File: src/rtl/multicycle_ctrl.sv
// Multi-cycle control FSM for the shared-datapath core: sequences fetch, decode,
// execute, memory and write-back for lw, sw, beq and R-type, and counts retirements.
module multicycle_ctrl (
    input  logic        clk,
    input  logic        rst_n,
    input  logic [6:0]  opcode,
    input  logic [2:0]  funct3,
    input  logic        funct7_5,
    input  logic        zero,
    input  logic        mem_ready,
    output logic        pc_en,
    output logic        pc_source,
    output logic        ir_write,
    output logic        mem_read,
    output logic        iord,
    output logic        mem_write,
    output logic        reg_write,
    output logic        mem_to_reg,
    output logic [1:0]  alu_src_a,
    output logic [1:0]  alu_src_b,
    output logic [1:0]  alu_op,
    output logic        illegal_insn,
    output logic [31:0] instr_count,
    output logic [3:0]  state
);

    typedef enum logic [3:0] {
        FETCH    = 4'd0,
        DECODE   = 4'd1,
        MEM_ADDR = 4'd2,
        MEM_RD   = 4'd3,
        WB_MEM   = 4'd4,
        MEM_WR   = 4'd5,
        EXEC_R   = 4'd6,
        WB_R     = 4'd7,
        BR_TGT   = 4'd8,
        BRANCH   = 4'd9,
        ILLEGAL  = 4'd10
    } state_t;

    localparam logic [6:0] OP_LOAD   = 7'b0000011;
    localparam logic [6:0] OP_STORE  = 7'b0100011;
    localparam logic [6:0] OP_RTYPE  = 7'b0110011;
    localparam logic [6:0] OP_BRANCH = 7'b1100011;

    state_t state_q, state_d;
    logic   retire;

    // funct7_5 is consumed by the ALU decoder when alu_op = 10, not by this FSM.
    logic unused_funct7_5;
    assign unused_funct7_5 = funct7_5;

    assign state = state_q;

    // NOTE: sequential state uses non-blocking assignments so every flop samples
    // pre-edge values; blocking here would create order-dependent simulation.
    always_ff @(posedge clk or negedge rst_n) begin
        if (!rst_n) begin
            state_q     <= FETCH;
            instr_count <= 32'd0;
        end else begin
            state_q     <= state_d;
            instr_count <= instr_count + {31'd0, retire};
        end
    end

    // NOTE: every output gets a default before the case, so no path leaves a
    // signal unassigned and no latch is inferred.
    always_comb begin
        state_d      = state_q;
        retire       = 1'b0;
        pc_en        = 1'b0;
        pc_source    = 1'b0;
        ir_write     = 1'b0;
        mem_read     = 1'b0;
        iord         = 1'b0;
        mem_write    = 1'b0;
        reg_write    = 1'b0;
        mem_to_reg   = 1'b0;
        alu_src_a    = 2'b00;
        alu_src_b    = 2'b00;
        alu_op       = 2'b00;
        illegal_insn = 1'b0;

        case (state_q)
            FETCH: begin
                mem_read  = 1'b1;
                alu_src_b = 2'b01;
                ir_write  = mem_ready;
                pc_en     = mem_ready;
                if (mem_ready) state_d = DECODE;
            end
            DECODE: begin
                case (opcode)
                    OP_LOAD, OP_STORE: state_d = MEM_ADDR;
                    OP_RTYPE:          state_d = EXEC_R;
                    OP_BRANCH:         state_d = BR_TGT;
                    default:           state_d = ILLEGAL;
                endcase
            end
            MEM_ADDR: begin
                alu_src_a = 2'b01;
                alu_src_b = 2'b10;
                state_d   = (opcode == OP_LOAD) ? MEM_RD : MEM_WR;
            end
            MEM_RD: begin
                mem_read = 1'b1;
                iord     = 1'b1;
                if (mem_ready) state_d = WB_MEM;
            end
            WB_MEM: begin
                reg_write  = 1'b1;
                mem_to_reg = 1'b1;
                retire     = 1'b1;
                state_d    = FETCH;
            end
            MEM_WR: begin
                mem_write = 1'b1;
                iord      = 1'b1;
                if (mem_ready) begin
                    retire  = 1'b1;
                    state_d = FETCH;
                end
            end
            EXEC_R: begin
                alu_src_a = 2'b01;
                alu_op    = 2'b10;
                state_d   = WB_R;
            end
            WB_R: begin
                reg_write = 1'b1;
                retire    = 1'b1;
                state_d   = FETCH;
            end
            BR_TGT: begin
                alu_src_a = 2'b10;
                alu_src_b = 2'b10;
                state_d   = BRANCH;
            end
            BRANCH: begin
                // Only beq is supported; other funct3 values fall through untaken.
                alu_src_a = 2'b01;
                alu_op    = 2'b01;
                pc_source = 1'b1;
                pc_en     = (funct3 == 3'b000) && zero;
                retire    = 1'b1;
                state_d   = FETCH;
            end
            ILLEGAL: begin
                illegal_insn = 1'b1;
                state_d      = FETCH;
            end
            default: state_d = FETCH;
        endcase
    end

endmodule

File: config.mk
export PLATFORM = sky130hd
export DESIGN_NAME = multicycle_ctrl
export DESIGN_NICKNAME = d
export VERILOG_FILES = /design/src/rtl/multicycle_ctrl.sv
export SDC_FILE = /design/constraint.sdc
export NUM_CORES = 1
export LEC_CHECK = 0
export BUFFER_PORTS_ARGS = -buffer_cell sky130_fd_sc_hd__buf_2
export CORE_MARGIN = 10
export CORE_UTILIZATION = 54
export DETAILED_ROUTE_END_ITERATION = 12
export PLACE_DENSITY = 0.95
export SLEW_MARGIN = 20
export SYNTH_ARGS = -nofsm -noshare
export SYNTH_HDL_FRONTEND = slang
export SYNTH_SLANG_ARGS = --single-unit
File: constraint.sdc
create_clock -name clk -period 7.4 [get_ports clk]
set_input_delay 1.11 -clock clk [delete_from_list [all_inputs] [get_ports clk]]
set_output_delay 1.11 -clock clk [all_outputs]
set_load 0.05 [all_outputs]
---- Word-level counts from Yosys, hierarchy flattened ----
Index checks and enable logic that the tools add are counted.
operators by class
  add/sub/neg operators ................... 1
  equality and inequality tests ........... 17
  mux-type cells .......................... 20
  reductions and logical operators ........ 11
operators with widths
  cell                count
  $add 32x1->32       1
  $pmux 4 s7          1
  $eq 4x3->1 const B  4
  $eq 7x6->1 const B  2
  $eq 4x4->1 const B  3
  $mux 4              3
  $pmux 2 s2          3
  $pmux 4 s3          1
  $reduce_or 2->1     5
  $mux 1              9
  $eq 4x2->1 const B  2
  $eq 7x2->1 const B  1
  $eq 7x7->1 const B  1
  $ne 2x2->1 const B  3
  $reduce_or 3->1     2
  $eq 4x1->1 const B  1
  $logic_not 4->1     1
  $pmux 1 s2          2
  $logic_not 3->1     1
  $mux 3              1
  $reduce_and 3->1    1
  $logic_and 1x1->1   1
word-level totals
  flip-flop bits (word level) ............. 36
  input port bits ......................... 15
  output and inout bits ................... 51
  word-level logic and storage cells ...... 51

---- Depth between registers and ports, before layout ----
  depth in word-level cells ............... 4
  depth in mapped cells ................... 10
  depth with buffers taken out ............ 9

---- Worst setup path after synthesis ----
Ideal clock, no wire load.
  kind .................................... register to output
  start ................................... register state_q[3], in the netlist state[3]
  end ..................................... output port pc_en
  data arrival time ....................... 3.373 ns
  required time ........................... 6.290 ns
  path slack .............................. 2.917 ns
  cell stages (with the launch flop) ...... 5
  buffers on the path ..................... 1
  path through ............................ dfrtp_1 > clkbuf_1 > nor4_1 > and2_1 > a21o_1
on the way
  longest elaborated chain between the ends .. 2
  elaborated cells on any way between the ends .. 3
  classes of those cells .................. eq/ne: 1; mux: 1; reduce/logical: 1
ends and longest elaborated chain
  element                                               line  RTL
  start: declaration                                    46    state_t state_q, state_d;
  start signal: assignment                              62    state_q <= state_d;
  $eq 4x4->1 / $logic_not 4->1 (equally long branches)  85    case (state_q)
  $pmux 1 s2 *                                          85
  end: declaration                                      11    output logic pc_en,
Every way passes the cells marked *; elsewhere a longest branch is shown, timed or not.

---- Worst setup path after layout ----
  start ................................... register state_q[3], in the netlist state[3]
  end ..................................... register instr_count[20]
on the way
  longest elaborated chain between the ends .. 4
  elaborated cells on any way between the ends .. 7
  classes of those cells .................. add/sub: 1; eq/ne: 4; mux: 1; reduce/logical: 1
ends and longest elaborated chain
  element                                          line  RTL
  $eq 4x4->1 / $eq 4x3->1 (equally long branches)  85
  $reduce_or 3->1 (no source line)                 -
  $pmux 1 s2 *                                     85
  $add 32x1->32 *                                  63    instr_count <= instr_count + {31'd0, retire};
  end signal: assignment                           63
  end: declaration                                 23    output logic [31:0] instr_count,
Marked as above.
A chain may end at the register's enable or synchronous reset.

==> results.py <==
metrics = {
    "outcome": {
        "status": "completed",
    },
    "routing": {
        "wirelength_um": 4560,
        "drc_errors": 0,
        "via_per_inst": 5.50,
        "dr.first_iter.drc_count": 88,
        "ant_nets": 0,
        "route.vias.total": 1673,
        "wl_per_cell_um": 15.0,
        "dr.pass1.iters": 4,
    },
    "power_and_ir_drop": {
        "p_int_uw": 352,
        "clkPwrFrac": 0.152,
        "leakage_nw": 1.19,
        "switching_share": 0.522,
        "switching_power_uw": 384,
        "seq_power_share": 0.366,
        "p_comb_frac": 0.483,
        "ir_worst_vdd_uv": 345,
        "cellPowerDensity_nw_per_um2": 316,
    },
    "floorplanning": {
        "design.core.area_um2": 3390,
        "placementRows": 21,
        "die_area_um2": 6350,
        "start_util": 0.568,
        "die-width_um": 79.7,
        "die_h_um": 79.7,
        "io_pins": 66,
    },
    "timing": {
        "setup_tns_ns": 0,
        "finClkSkew_ns": 0.0174,
        "fin_crit_ns": 3.26,
        "worst_pin_slew_ns": 0.929,
        "max_freq_mhz": 306,
        "max_slew_margin": 0.376,
        "setup_violations": 0,
        "slew_violations": 0,
        "rsz0062_at_grt": "no",
        "post-route-period-util": 0.441,
        "hold_viol_final": 0,
    },
    "worst_setup_path": {
        "slowest_stage": "nor4_2",
        "crit_cells": 9,
        "rrSetupSlack_ns": 4.14,
        "critPathTopFamily": "simple AND/OR/NAND/NOR gates",
        "crit_arrival_ns": 3.49,
        "path_cells": "nand2b_1, mux2_2, o21ai_0, ha_1, ha_1, nand4_1, nor4_2, nand4_1, xnor2_1",
        "crit_type": "register to register",
        "critPathRequiredTime_ns": 7.63,
        "rr_worst_depth": 9,
        "worstPathMaxFanout": 13,
        "r2r_end": "instr_count[20]$_DFF_PN0_",
        "startpoint": "state[3]$_DFFE_PN0P_",
        "crit_path_start_kind": "register",
        "endpoint": "instr_count[20]$_DFF_PN0_",
        "r2r-start": "state[3]$_DFFE_PN0P_",
        "slowest_delay_ns": 0.74,
        "critPathBufInv": 0,
        "cp-end-kind": "register",
    },
    "synthesis": {
        "netlist.area_leader.share": 0.468,
        "synth_top_area_cell": "dfrtp_1",
        "synth_commonest_cells": "dfrtp_1 (36), nand3_1 (18), nor2_1 (17), xor2_1 (17)",
        "synth.area.top_cells": "dfrtp_1 (47%), xor2_1 (7.7%), xnor2_1 (6.8%)",
        "synthArstFlopShare": 1.00,
        "synth_warnings": 0,
        "syn-mean-instance-area_um2": 10.0,
        "synth_cells": 192,
        "synth-main-ff-cell": "dfrtp_1",
        "synth_edf_count": 0,
        "seq_area_frac_synth": 0.468,
        "ys_seq_elements": 36,
        "synth_fp_nets": 209,
        "netlist_area_um2": 1920,
        "yosysMostFrequentCell": "dfrtp_1",
        "ys_types": 41,
    },
    "run": {
        "maxCapViolCount": 0,
    },
    "global_route": {
        "grt_pass1_wl_um": 7700,
        "first_global_vias": 1650,
        "grt_usage": 0.150,
        "antenna_found_initial": 0,
        "grt_max_degree": 37,
        "grt_overflow": 0,
    },
    "finish": {
        "area_growth_pct": 21.1,
        "layout-drive-gt1-share": 0.329,
        "fin_nets": 274,
        "num-fill-cells": 280,
        "fin_util": 0.687,
        "antenna_cells": 0,
    },
    "clock_network": {
        "insertion_delay_ns": 0.36,
        "ctsResizeCount": 0,
        "htreeDepth": 2,
        "cts_tree": "yes",
        "clockBufferDepth": 2,
        "clk_pin_slew_ns": 0.10,
        "cts_sinks": 36,
        "numCtsBuffers": 5,
        "post_cts_buffers": 0,
        "cts_hold_buf": 0,
        "clockRootBuffer": "clkbuf_4",
    },
    "placed_design": {
        "gp_congestion": 0.806,
        "place_hpwl_um": 3440,
        "port_buffers": 64,
    },
    "hold_path": {
        "hp-class": "register to register",
    },
}
-- worst reg2reg max path: stages, from the launching register on --
cell and delay (ns):
dfrtp_1 0.53, nand2b_1 0.30, mux2_2 0.31, o21ai_0 0.21
ha_1 0.25, ha_1 0.25, nand4_1 0.19, nor4_2 0.74
nand4_1 0.21, xnor2_1 0.17
-- kinds of logic after synthesis --
kind of cell	share of synthesized area
AND/OR/NAND/NOR	0.289
flip-flops	0.468
XOR/XNOR	0.146
AO/OA/AOI/OAI	0.0514
buffers and inverters	0.0273
adder cells (fa/ha/maj)	0.0130
multiplexers	0.00585
-- metrics by stage --
stage | setup slack, ns | hold slack [ns] | power (mW) | cells | area (um^2)
after detailed placement | 3.97 | 0.480 | 0.630 | 296 | 2270
after global routing | 3.78 | 0.525 | 0.777 | 304 | 2330
final | 4.14 | 0.490 | 0.736 | 304 | 2330
after global placement | 4.01 | 0.451 | 0.626 | 296 | 2270
after floorplan | 2.92 | 0.779 | 0.547 | 192 | 1920
after CTS | 4.12 | 0.499 | 0.741 | 304 | 2330
-- flip-flops by register name, indices dropped and copies added, names as in the netlist --
register     flops
instr_count     32
state            4
-- placed cells by master, fill, tap and decap left out, types with 2 or more instances in the layout --
| cell type | instances |
|---|---|
| clkinv_2 | 2 |
| xor2_1 | 17 |
| nand2_1 | 15 |
| xnor2_1 | 15 |
| and3_1 | 2 |
| nand4_1 | 5 |
| nand3_1 | 18 |
| nor2_1 | 17 |
| or2_2 | 2 |
| inv_1 | 5 |
| ha_1 | 2 |
| nand4bb_1 | 2 |
| clkbuf_4 | 5 |
| buf_2 | 64 |
| nand2b_1 | 5 |
| dfrtp_1 | 36 |
| nor3_1 | 7 |
| and2_1 | 2 |
| o22ai_1 | 2 |
| nor2b_1 | 2 |
| o21ai_0 | 5 |
| nor4_1 | 3 |
| nor4_2 | 7 |
-- routing by layer --
metal  GRT usage  share of wire
met4      0.0591          0.012
met3      0.0586          0.078
met2       0.245           0.50
met5           0              0
met1       0.171           0.41
-- final cells by class --
| type | instances | area, um^2 | area share |
|---|---|---|---|
| multi-input combinational | 145 | 971 | 0.417 |
| sequential | 36 | 901 | 0.387 |
| timing repair buffer | 64 | 320 | 0.137 |
| tap | 46 | 57.6 | 0.0247 |
| clock buffer | 6 | 51.3 | 0.0220 |
| inverter | 5 | 18.8 | 0.00806 |
| clock inverter | 2 | 10.0 | 0.00430 |
-- worst min-delay path by stage --
stage                              start                         to  depth (start not counted)
4_1_cts        instr_count[31]$_DFF_PN0_  instr_count[31]$_DFF_PN0_                          1
3_3_place_gp   instr_count[31]$_DFF_PN0_  instr_count[31]$_DFF_PN0_                          1
3_5_place_dp   instr_count[31]$_DFF_PN0_  instr_count[31]$_DFF_PN0_                          1
5_1_grt        instr_count[23]$_DFF_PN0_  instr_count[23]$_DFF_PN0_                          1
6_report       instr_count[31]$_DFF_PN0_  instr_count[31]$_DFF_PN0_                          1
2_1_floorplan  instr_count[31]$_DFF_PN0_  instr_count[31]$_DFF_PN0_                          1
-- power groups by stage --
| stage | sequential [mW] | clock, mW | combinational (mW) |
|---|---|---|---|
| after floorplan | 0.322 | 0 | 0.226 |
| after CTS | 0.268 | 0.114 | 0.359 |
| final | 0.269 | 0.112 | 0.355 |
| after global routing | 0.278 | 0.122 | 0.378 |
| after detailed placement | 0.272 | 0 | 0.358 |
| after global placement | 0.271 | 0 | 0.355 |
Note: power is estimated with default switching activity, not from simulation.
